--- src/rtl/control_circuit_if.sv ---
// ---------------------------------------------------------------------------
// control_circuit_if
//   Bundles the instruction input and every datapath strobe of the control
//   FSM so the controller and whatever sources instructions share one port.
//
//   Signals:
//     INSTRUCTION   [10:0] opcode[10:8], Rx[7:5], Ry[4:2] (load: [4:0] payload)
//     Rin           [3:0]  register load enables, bit0=r1 .. bit3=r4
//     Rout          [3:0]  register bus-drive enables, same mapping
//     ALU_a_in             load ALU operand register A from the bus
//     ALU_g_in             load ALU result register G
//     ALU_g_out            G drives the bus
//     Done                 final cycle of the current instruction
//     External_data        external data drives the bus
//     ALU_mode             0 = add, 1 = subtract
//
//   Modports:
//     master - instruction source / observer (drives INSTRUCTION)
//     slave  - the controller (drives all strobes)
// ---------------------------------------------------------------------------
interface control_circuit_if;
  logic [10:0] INSTRUCTION;
  logic [3:0]  Rin;
  logic [3:0]  Rout;
  logic        ALU_a_in;
  logic        ALU_g_in;
  logic        ALU_g_out;
  logic        Done;
  logic        External_data;
  logic        ALU_mode;

  modport master (
    output INSTRUCTION,
    input  Rin, Rout, ALU_a_in, ALU_g_in, ALU_g_out, Done, External_data,
           ALU_mode
  );

  modport slave (
    input  INSTRUCTION,
    output Rin, Rout, ALU_a_in, ALU_g_in, ALU_g_out, Done, External_data,
           ALU_mode
  );
endinterface

--- src/rtl/control_circuit.sv ---
// ---------------------------------------------------------------------------
// control_circuit
//   Control FSM for a 4-register multi-cycle processor with one shared bus.
//   Latches an instruction in T0 and sequences register/ALU/external-data
//   strobes through T1..T3, raising Done on the last cycle.
//
//   Ports:
//     clk        rising-edge clock
//     reset      asynchronous, active-low reset
//     bus        control_circuit_if.slave (INSTRUCTION in, strobes out)
//     state_dbg  [1:0]  current state (only with CONTROL_STATE_DEBUG_EN)
//     ir_dbg     [10:0] latched instruction (only with CONTROL_STATE_DEBUG_EN)
//
//   Optional feature macro: CONTROL_STATE_DEBUG_EN adds the two debug ports.
//
//   Instruction acceptance: there is no valid/ready pair. The controller is
//   "ready" exactly while in T0 and samples INSTRUCTION on every rising edge
//   there, so the source must present a valid instruction whenever the
//   controller is in T0; Done marks the final cycle, after which T0 follows.
//   INSTRUCTION is ignored in T1..T3.
// ---------------------------------------------------------------------------
module control_circuit (
  input  logic                 clk,
  input  logic                 reset,
  control_circuit_if.slave     bus
`ifdef CONTROL_STATE_DEBUG_EN
  ,
  output logic [1:0]           state_dbg,
  output logic [10:0]          ir_dbg
`endif
);

  typedef enum logic [1:0] {
    T0 = 2'b00,
    T1 = 2'b01,
    T2 = 2'b10,
    T3 = 2'b11
  } state_t;

  localparam logic [2:0] OP_LOAD = 3'b000;
  localparam logic [2:0] OP_MOV  = 3'b001;
  localparam logic [2:0] OP_ADD  = 3'b010;
  localparam logic [2:0] OP_SUB  = 3'b011;

  state_t      state_q, state_d;
  logic [10:0] ir_q;

  logic [2:0]  opcode;
  logic [3:0]  rx_sel, ry_sel;
  logic        is_alu_op;

  logic [3:0]  rin, rout;
  logic        a_in, g_in, g_out, done, ext_data, alu_mode;

  // Field code 001..100 selects r1..r4; every other code selects nothing.
  function automatic logic [3:0] reg_decode(input logic [2:0] code);
    logic [3:0] sel;
    case (code)
      3'b001:  sel = 4'b0001;
      3'b010:  sel = 4'b0010;
      3'b011:  sel = 4'b0100;
      3'b100:  sel = 4'b1000;
      default: sel = 4'b0000;
    endcase
    return sel;
  endfunction

  assign opcode    = ir_q[10:8];
  assign rx_sel    = reg_decode(ir_q[7:5]);
  assign ry_sel    = reg_decode(ir_q[4:2]);
  assign is_alu_op = (opcode == OP_ADD) || (opcode == OP_SUB);

  always_ff @(posedge clk or negedge reset) begin
    if (!reset) begin
      state_q <= T0;
      ir_q    <= '0;
    end else begin
      state_q <= state_d;
      if (state_q == T0) begin
        ir_q <= bus.INSTRUCTION;
      end
    end
  end

  // Outputs depend only on state and the latched IR. Since reset forces
  // state to T0, and T0 drives nothing, outputs drop to 0 as soon as reset
  // is asserted.
  always_comb begin
    state_d  = T0;
    rin      = 4'b0000;
    rout     = 4'b0000;
    a_in     = 1'b0;
    g_in     = 1'b0;
    g_out    = 1'b0;
    done     = 1'b0;
    ext_data = 1'b0;
    alu_mode = 1'b0;

    case (state_q)
      T0: begin
        state_d = T1;
      end
      T1: begin
        case (opcode)
          OP_LOAD: begin
            ext_data = 1'b1;
            rin      = rx_sel;
            done     = 1'b1;
          end
          OP_MOV: begin
            rout = ry_sel;
            rin  = rx_sel;
            done = 1'b1;
          end
          OP_ADD, OP_SUB: begin
            rout     = rx_sel;
            a_in     = 1'b1;
            alu_mode = opcode[0];
            state_d  = T2;
          end
          default: begin
            done = 1'b1;
          end
        endcase
      end
      T2: begin
        // Only reachable for add/sub; anything else drives nothing.
        if (is_alu_op) begin
          rout     = ry_sel;
          g_in     = 1'b1;
          alu_mode = opcode[0];
          state_d  = T3;
        end
      end
      T3: begin
        if (is_alu_op) begin
          g_out    = 1'b1;
          rin      = rx_sel;
          done     = 1'b1;
          alu_mode = opcode[0];
        end
      end
      default: begin
        state_d = T0;
      end
    endcase
  end

  assign bus.Rin           = rin;
  assign bus.Rout          = rout;
  assign bus.ALU_a_in      = a_in;
  assign bus.ALU_g_in      = g_in;
  assign bus.ALU_g_out     = g_out;
  assign bus.Done          = done;
  assign bus.External_data = ext_data;
  assign bus.ALU_mode      = alu_mode;

`ifdef CONTROL_STATE_DEBUG_EN
  assign state_dbg = state_q;
  assign ir_dbg    = ir_q;
`endif

endmodule

--- src/flat_wrapper.sv ---
// flat-port wrapper written by rule: the top's interface ports become plain ports
module control_circuit_flat 
  (clk, reset, bus_INSTRUCTION, bus_Rin, bus_Rout, bus_ALU_a_in, bus_ALU_g_in, bus_ALU_g_out, bus_Done, bus_External_data, bus_ALU_mode);
  control_circuit_if bus_i ();
  input  logic clk;
  input  logic reset;
  input wire logic [$bits(bus_i.INSTRUCTION)-1:0] bus_INSTRUCTION;
  output wire logic [$bits(bus_i.Rin)-1:0] bus_Rin;
  output wire logic [$bits(bus_i.Rout)-1:0] bus_Rout;
  output wire logic [$bits(bus_i.ALU_a_in)-1:0] bus_ALU_a_in;
  output wire logic [$bits(bus_i.ALU_g_in)-1:0] bus_ALU_g_in;
  output wire logic [$bits(bus_i.ALU_g_out)-1:0] bus_ALU_g_out;
  output wire logic [$bits(bus_i.Done)-1:0] bus_Done;
  output wire logic [$bits(bus_i.External_data)-1:0] bus_External_data;
  output wire logic [$bits(bus_i.ALU_mode)-1:0] bus_ALU_mode;
  assign bus_i.INSTRUCTION = bus_INSTRUCTION;
  assign bus_Rin = bus_i.Rin;
  assign bus_Rout = bus_i.Rout;
  assign bus_ALU_a_in = bus_i.ALU_a_in;
  assign bus_ALU_g_in = bus_i.ALU_g_in;
  assign bus_ALU_g_out = bus_i.ALU_g_out;
  assign bus_Done = bus_i.Done;
  assign bus_External_data = bus_i.External_data;
  assign bus_ALU_mode = bus_i.ALU_mode;
  control_circuit u_core (.clk(clk), .reset(reset), .bus(bus_i));
endmodule
--- config.mk ---
export PLATFORM = sky130hd
export DESIGN_NAME = control_circuit_flat
export DESIGN_NICKNAME = d
export VERILOG_FILES = /design/src/rtl/control_circuit_if.sv /design/src/rtl/control_circuit.sv /design/src/flat_wrapper.sv
export SDC_FILE = /design/constraint.sdc
export NUM_CORES = 1
export LEC_CHECK = 0
export CAP_MARGIN = 20
export CORE_MARGIN = 5
export CORE_UTILIZATION = 50
export DETAILED_ROUTE_END_ITERATION = 10
export DONT_BUFFER_PORTS = 1
export PLACE_DENSITY = 0.75
export SETUP_SLACK_MARGIN = 0.05
export SLEW_MARGIN = 20
export SYNTH_ARGS = -nofsm -noshare
export SYNTH_HDL_FRONTEND = slang
export SYNTH_SLANG_ARGS = --single-unit
--- constraint.sdc ---
create_clock -name clk -period 3.5 [get_ports clk]
set_input_delay 0.525 -clock clk [delete_from_list [all_inputs] [get_ports clk]]
set_output_delay 0.525 -clock clk [all_outputs]
set_load 0.005 [all_outputs]
=== Yosys cells after proc, flatten, opt, wreduce, memory -nomap -nowiden ===
Cells that the tools add are included.

* Reductions and logical operators: 6
* Mux-type cells: 23
* Eq/ne operators: 14

{| class="wikitable"
|+ Operators by type and width
! kind !! number
|-
| $pmux W4 S4 || 2
|-
| $pmux W4 S2 || 3
|-
| $eq A3 B2 Y1 const B || 6
|-
| $mux W4 || 3
|-
| $mux W1 || 10
|-
| $eq A3 B1 Y1 const B || 3
|-
| $eq A3 B3 Y1 const B || 2
|-
| $pmux W2 S3 || 1
|-
| $reduce_or A2 Y1 || 3
|-
| $eq A2 B2 Y1 const B || 2
|-
| $mux W2 || 2
|-
| $pmux W1 S2 || 2
|-
| $logic_not A3 Y1 || 1
|-
| $eq A2 B1 Y1 const B || 1
|-
| $logic_not A2 Y1 || 1
|-
| $logic_or A1 B1 Y1 || 1
|}

* Word-level logic and storage cells: 45
* Bits of input ports: 13
* Register bits: 13
* Output and inout bits: 14

=== Longest topological paths before layout ===
* Depth after elaboration: 4
* Gate-level depth with buffers: 5
* Mapped depth without buffers: 5

=== Worst setup path before layout ===
OpenSTA, ideal clock, no wires.

* Path type: register to output
* Start: register u_core.state_q[0]
* End: output port bus_Rout[1]
* Stages on the path, launching flop included: 6
* Required time: 2.975 ns
* Data arrival time: 1.409 ns
* Setup slack: 1.566 ns
* Buffers on the path: 0
* Cells stage by stage: dfrtp_1 inv_1 ha_1 nor2b_4 or4b_1 o22ai_2

* Cells in the longest elaborated chain, start to end: 2
* Elaborated cells on any way between the ends: 3
* Those cells by class: 2 x eq/ne; 1 x mux

{| class="wikitable"
|+ Ends and longest elaborated chain
! element !! line !! RTL
|-
| start, declared || control_circuit.sv:45 || <nowiki>state_t state_q, state_d;</nowiki>
|-
| start signal, assigned || control_circuit.sv:78 || <nowiki>state_q <= state_d;</nowiki>
|-
| $eq A2 B2 Y1 / $eq A2 B1 Y1 (equally long branches) || control_circuit.sv:99 || <nowiki>case (state_q)</nowiki>
|-
| $pmux W4 S2 (*) || control_circuit.sv:99 ||
|-
| end, declared || flat_wrapper.sv:9 || <nowiki>output wire logic [$bits(bus_i.Rout)-1:0] bus_Rout;</nowiki>
|}

Mark *: on every way between the ends. The rest lies on a longest branch, timed or not.

=== Final worst setup path ===
Ends and elaborated chain as after synthesis.

==> flow_summary.yaml <==
timing:
  max-slew-margin-rel_pct: 68.5
  finalSetupViolCount: 0
  period_share_pct: 65.7
  max_freq_mhz: 435
  finalSetupTns_ps: 0
  rsz0062_at_grt: "no"
  drv_slew: 0
  finalHoldViolCount: 0
  skew_ps: 0.867
  fin_crit_ps: 2300
  worst_pin_slew_ps: 470
power:
  combPwrFrac_pct: 48.4
  irDropWorstVdd_v: 0.000400
  power_density_nw_per_um2: 921
  p_leak_nw: 0.318
  internal_power_w: 0.000406
  clkPwrFrac_pct: 12.0
  switchingPower_w: 0.000273
  switching_share_pct: 40.2
  power_frac_seq_pct: 39.6
cells_and_area:
  layout.cells.non_filler: 85
  fillCellCount: 115
  nNetsFinal: 89
  multi_input_area_um2: 392
  seq_area_um2: 275
  drive_gt1_share_pct: 22.9
  area_delta_synth_final_pct: 7.29
  diodes: 0
critical_path:
  r2r_start: "u_core.state_q[0]$_DFF_PN0_"
  timing.rr.end: "u_core.ir_q[10]$_DFFE_PN0P_"
  cp-end-kind: "primary output"
  cp.required_ps: 2970
  regToRegSetupSlack_ps: 2060
  path_class: "flip-flop to primary output"
  worstPathArrival_ps: 1770
  cp_max_fo: 4
  critPathLaunch: "u_core.state_q[0]$_DFF_PN0_"
  reg2regPathDepth: 3
  start_kind: "flip-flop"
synth:
  synth_cell_types: 26
  syn-cell-area_um2: 687
  yosys_warnings: 0
  synth.avg_cell_area_um2: 10.4
  ys_seq_area_share_pct: 40.1
  synth_seq_cells: 11
  synth_cells: 66
  synthTopCellsByArea: "dfrtp_1, mux2_2, ha_1"
  synth_top_area_share_pct: 40.1
  yosys.area.top_type: "dfrtp_1"
  synth_nets: 84
route:
  drt_iter0_drc: 3
  wl_per_cell_um: 15.6
  route.detailed.drc: 0
  drt_pass1_iterations: 4
  dr_total_vias: 475
  routed_wirelength_um: 1320
  avgViaCountPerCell: 5.59
  drtAntennaViolNets: 0
clock_tree:
  cts_tree: "done"
  cts_buffers: 3
  cts_buffer_depth: 2
  root_buffer: "clkbuf_4"
  clkSinkCount: 11
  h-tree-depth: 1
  cts_resized: 0
  clk_latency_ps: 260
  cts.clk_slew.worst_paths_ps: 60
die:
  die-area_um2: 2220
  fp-row-count: 13
  core-area_um2: 1300
  die_width_um: 47.1
  start_util_pct: 52.8
  ioPinCount: 27
  chipHeight_um: 47.1
grt:
  met1_usage_pct: 17.5
  grtUsageMet3_pct: 4.21
  grt_pass1_vias: 506
  antenna_found_initial: 0
  grt_most_used_layer: "met2"
  grt_overflow_total: 0
  track_usage_pct: 14.2
  grt_pass1_wl_um: 2170
  grt_start_max_net_pins: 12
  grt_use_met2_pct: 21.1
run:
  maxCapViolCount: 0
placement:
  place_hpwl_um: 1070
  placedCellCount: 80
  gp_congestion: 0.744
  port_buffers: 0
min_path:
  hold_start: "bus_INSTRUCTION[3]"
  hold_path.class: "input pin to flip-flop"
  min_to: "u_core.ir_q[3]$_DFFE_PN0P_"
  min_path_cells: 2
run_status:
  outcome: "complete, no violations"
-- through the flow --
stage	cell area, um^2	hold slack, ps	worst slack [ps]	power, W	utilization (%)
after floorplan	687	229	1570	0.000532	-
final	737	388	1200	0.000679	56.6
after global placement	701	230	1500	0.000580	53.8
after global routing	737	401	1050	0.000747	56.6
after CTS	737	381	1170	0.000688	56.6
after detailed placement	701	230	1460	0.000599	53.8
-- registers in the layout (all words and copies together), names as in the netlist --
signal / flops
u_core.ir_q: 9
u_core.state_q: 2
-- kinds of logic (layout without fill, tap and decap cells) --
family / count (synthesis) / count (layout) / share of synthesized area, %
DFF: 11 / 11 / 40.1
buffers and inverters: 5 / 9 / 2.91
AOI/OAI and AO/OA: 8 / 8 / 8.74
and+or+nand+nor: 28 / 28 / 24.4
adders and majority gates: 5 / 5 / 9.11
muxes: 9 / 9 / 14.8
-- layout make-up --
cell class / instances / area share (%)
sequential: 11 / 37.4
clock buffer: 4 / 3.57
multi-input combinational: 50 / 53.1
timing repair buffer: 1 / 1.36
tap: 15 / 2.55
inverter: 4 / 2.04
-- cells in the mapped netlist, drive strengths merged --
| library cell | count |
|---|---|
| dfrtp | 11 |
| mux2 | 9 |
| nor2 | 9 |
| ha | 5 |
| inv | 4 |
| nand2 | 4 |
| and3b | 3 |
| a21oi | 2 |
| and2 | 2 |
| nand3b | 2 |
| o22ai | 2 |
| o32ai | 2 |
| a21o | 1 |
| and2b | 1 |
| buf | 1 |
| nand2b | 1 |
| nand3 | 1 |
| nand4 | 1 |
| nor2b | 1 |
| nor3 | 1 |
| o21ai | 1 |
| or3b | 1 |
| or4b | 1 |
-- worst max-delay path: stages, from the launching register on --
cell	delay, ps
dfrtp_1	380
inv_1	90
ha_1	280
nor2b_4	150
or4b_1	460
o22ai_2	150
-- placed cells by master (no fill, tap or decap), drive strengths merged --
| cell type | count |
|---|---|
| o21ai | 1 |
| dlygate4sd3 | 1 |
| and2 | 2 |
| and2b | 1 |
| a21o | 1 |
| o32ai | 2 |
| and3b | 3 |
| mux2 | 9 |
| o22ai | 2 |
| nand3b | 2 |
| ha | 5 |
| nor3 | 1 |
| nand2b | 1 |
| nor2b | 1 |
| a21oi | 2 |
| clkbuf | 4 |
| or4b | 1 |
| nand2 | 4 |
| nor2 | 9 |
| dfrtp | 11 |
| inv | 4 |
| nand3 | 1 |
| nand4 | 1 |
| or3b | 1 |
-- power by group through the flow --
stage / combinational (W) / clock, W / sequential [W]
after floorplan: 0.000284 / 0 / 0.000248
after global placement: 0.000316 / 0 / 0.000264
after global routing: 0.000370 / 0.0000943 / 0.000283
after detailed placement: 0.000328 / 0 / 0.000271
after CTS: 0.000333 / 0.0000856 / 0.000269
final: 0.000328 / 0.0000814 / 0.000269
-- worst max path at each step --
stage	to	cells after the start
2_1_floorplan	bus_Rout[1]	5
3_3_place_gp	bus_Rout[1]	5
3_5_place_dp	bus_Rout[1]	5
4_1_cts	bus_Rout[1]	5
5_1_grt	bus_Rout[1]	5
6_report	bus_Rout[1]	5
-- per-layer routing --
layer,routed length (um),vias up,part of all wire [%]
li1,-,241,-
met1,570,216,43
met2,600,16,45
met3,141,2,11
met4,10,0,0.76
met5,0,-,0
-- what timing repair did --
item | in CTS | in global routing
buffers inserted | 0 | 0
hold buffers | 1 | 0
hold endpoints to repair | 11 | 0
No activity file was read; power rests on OpenSTA's default activity.
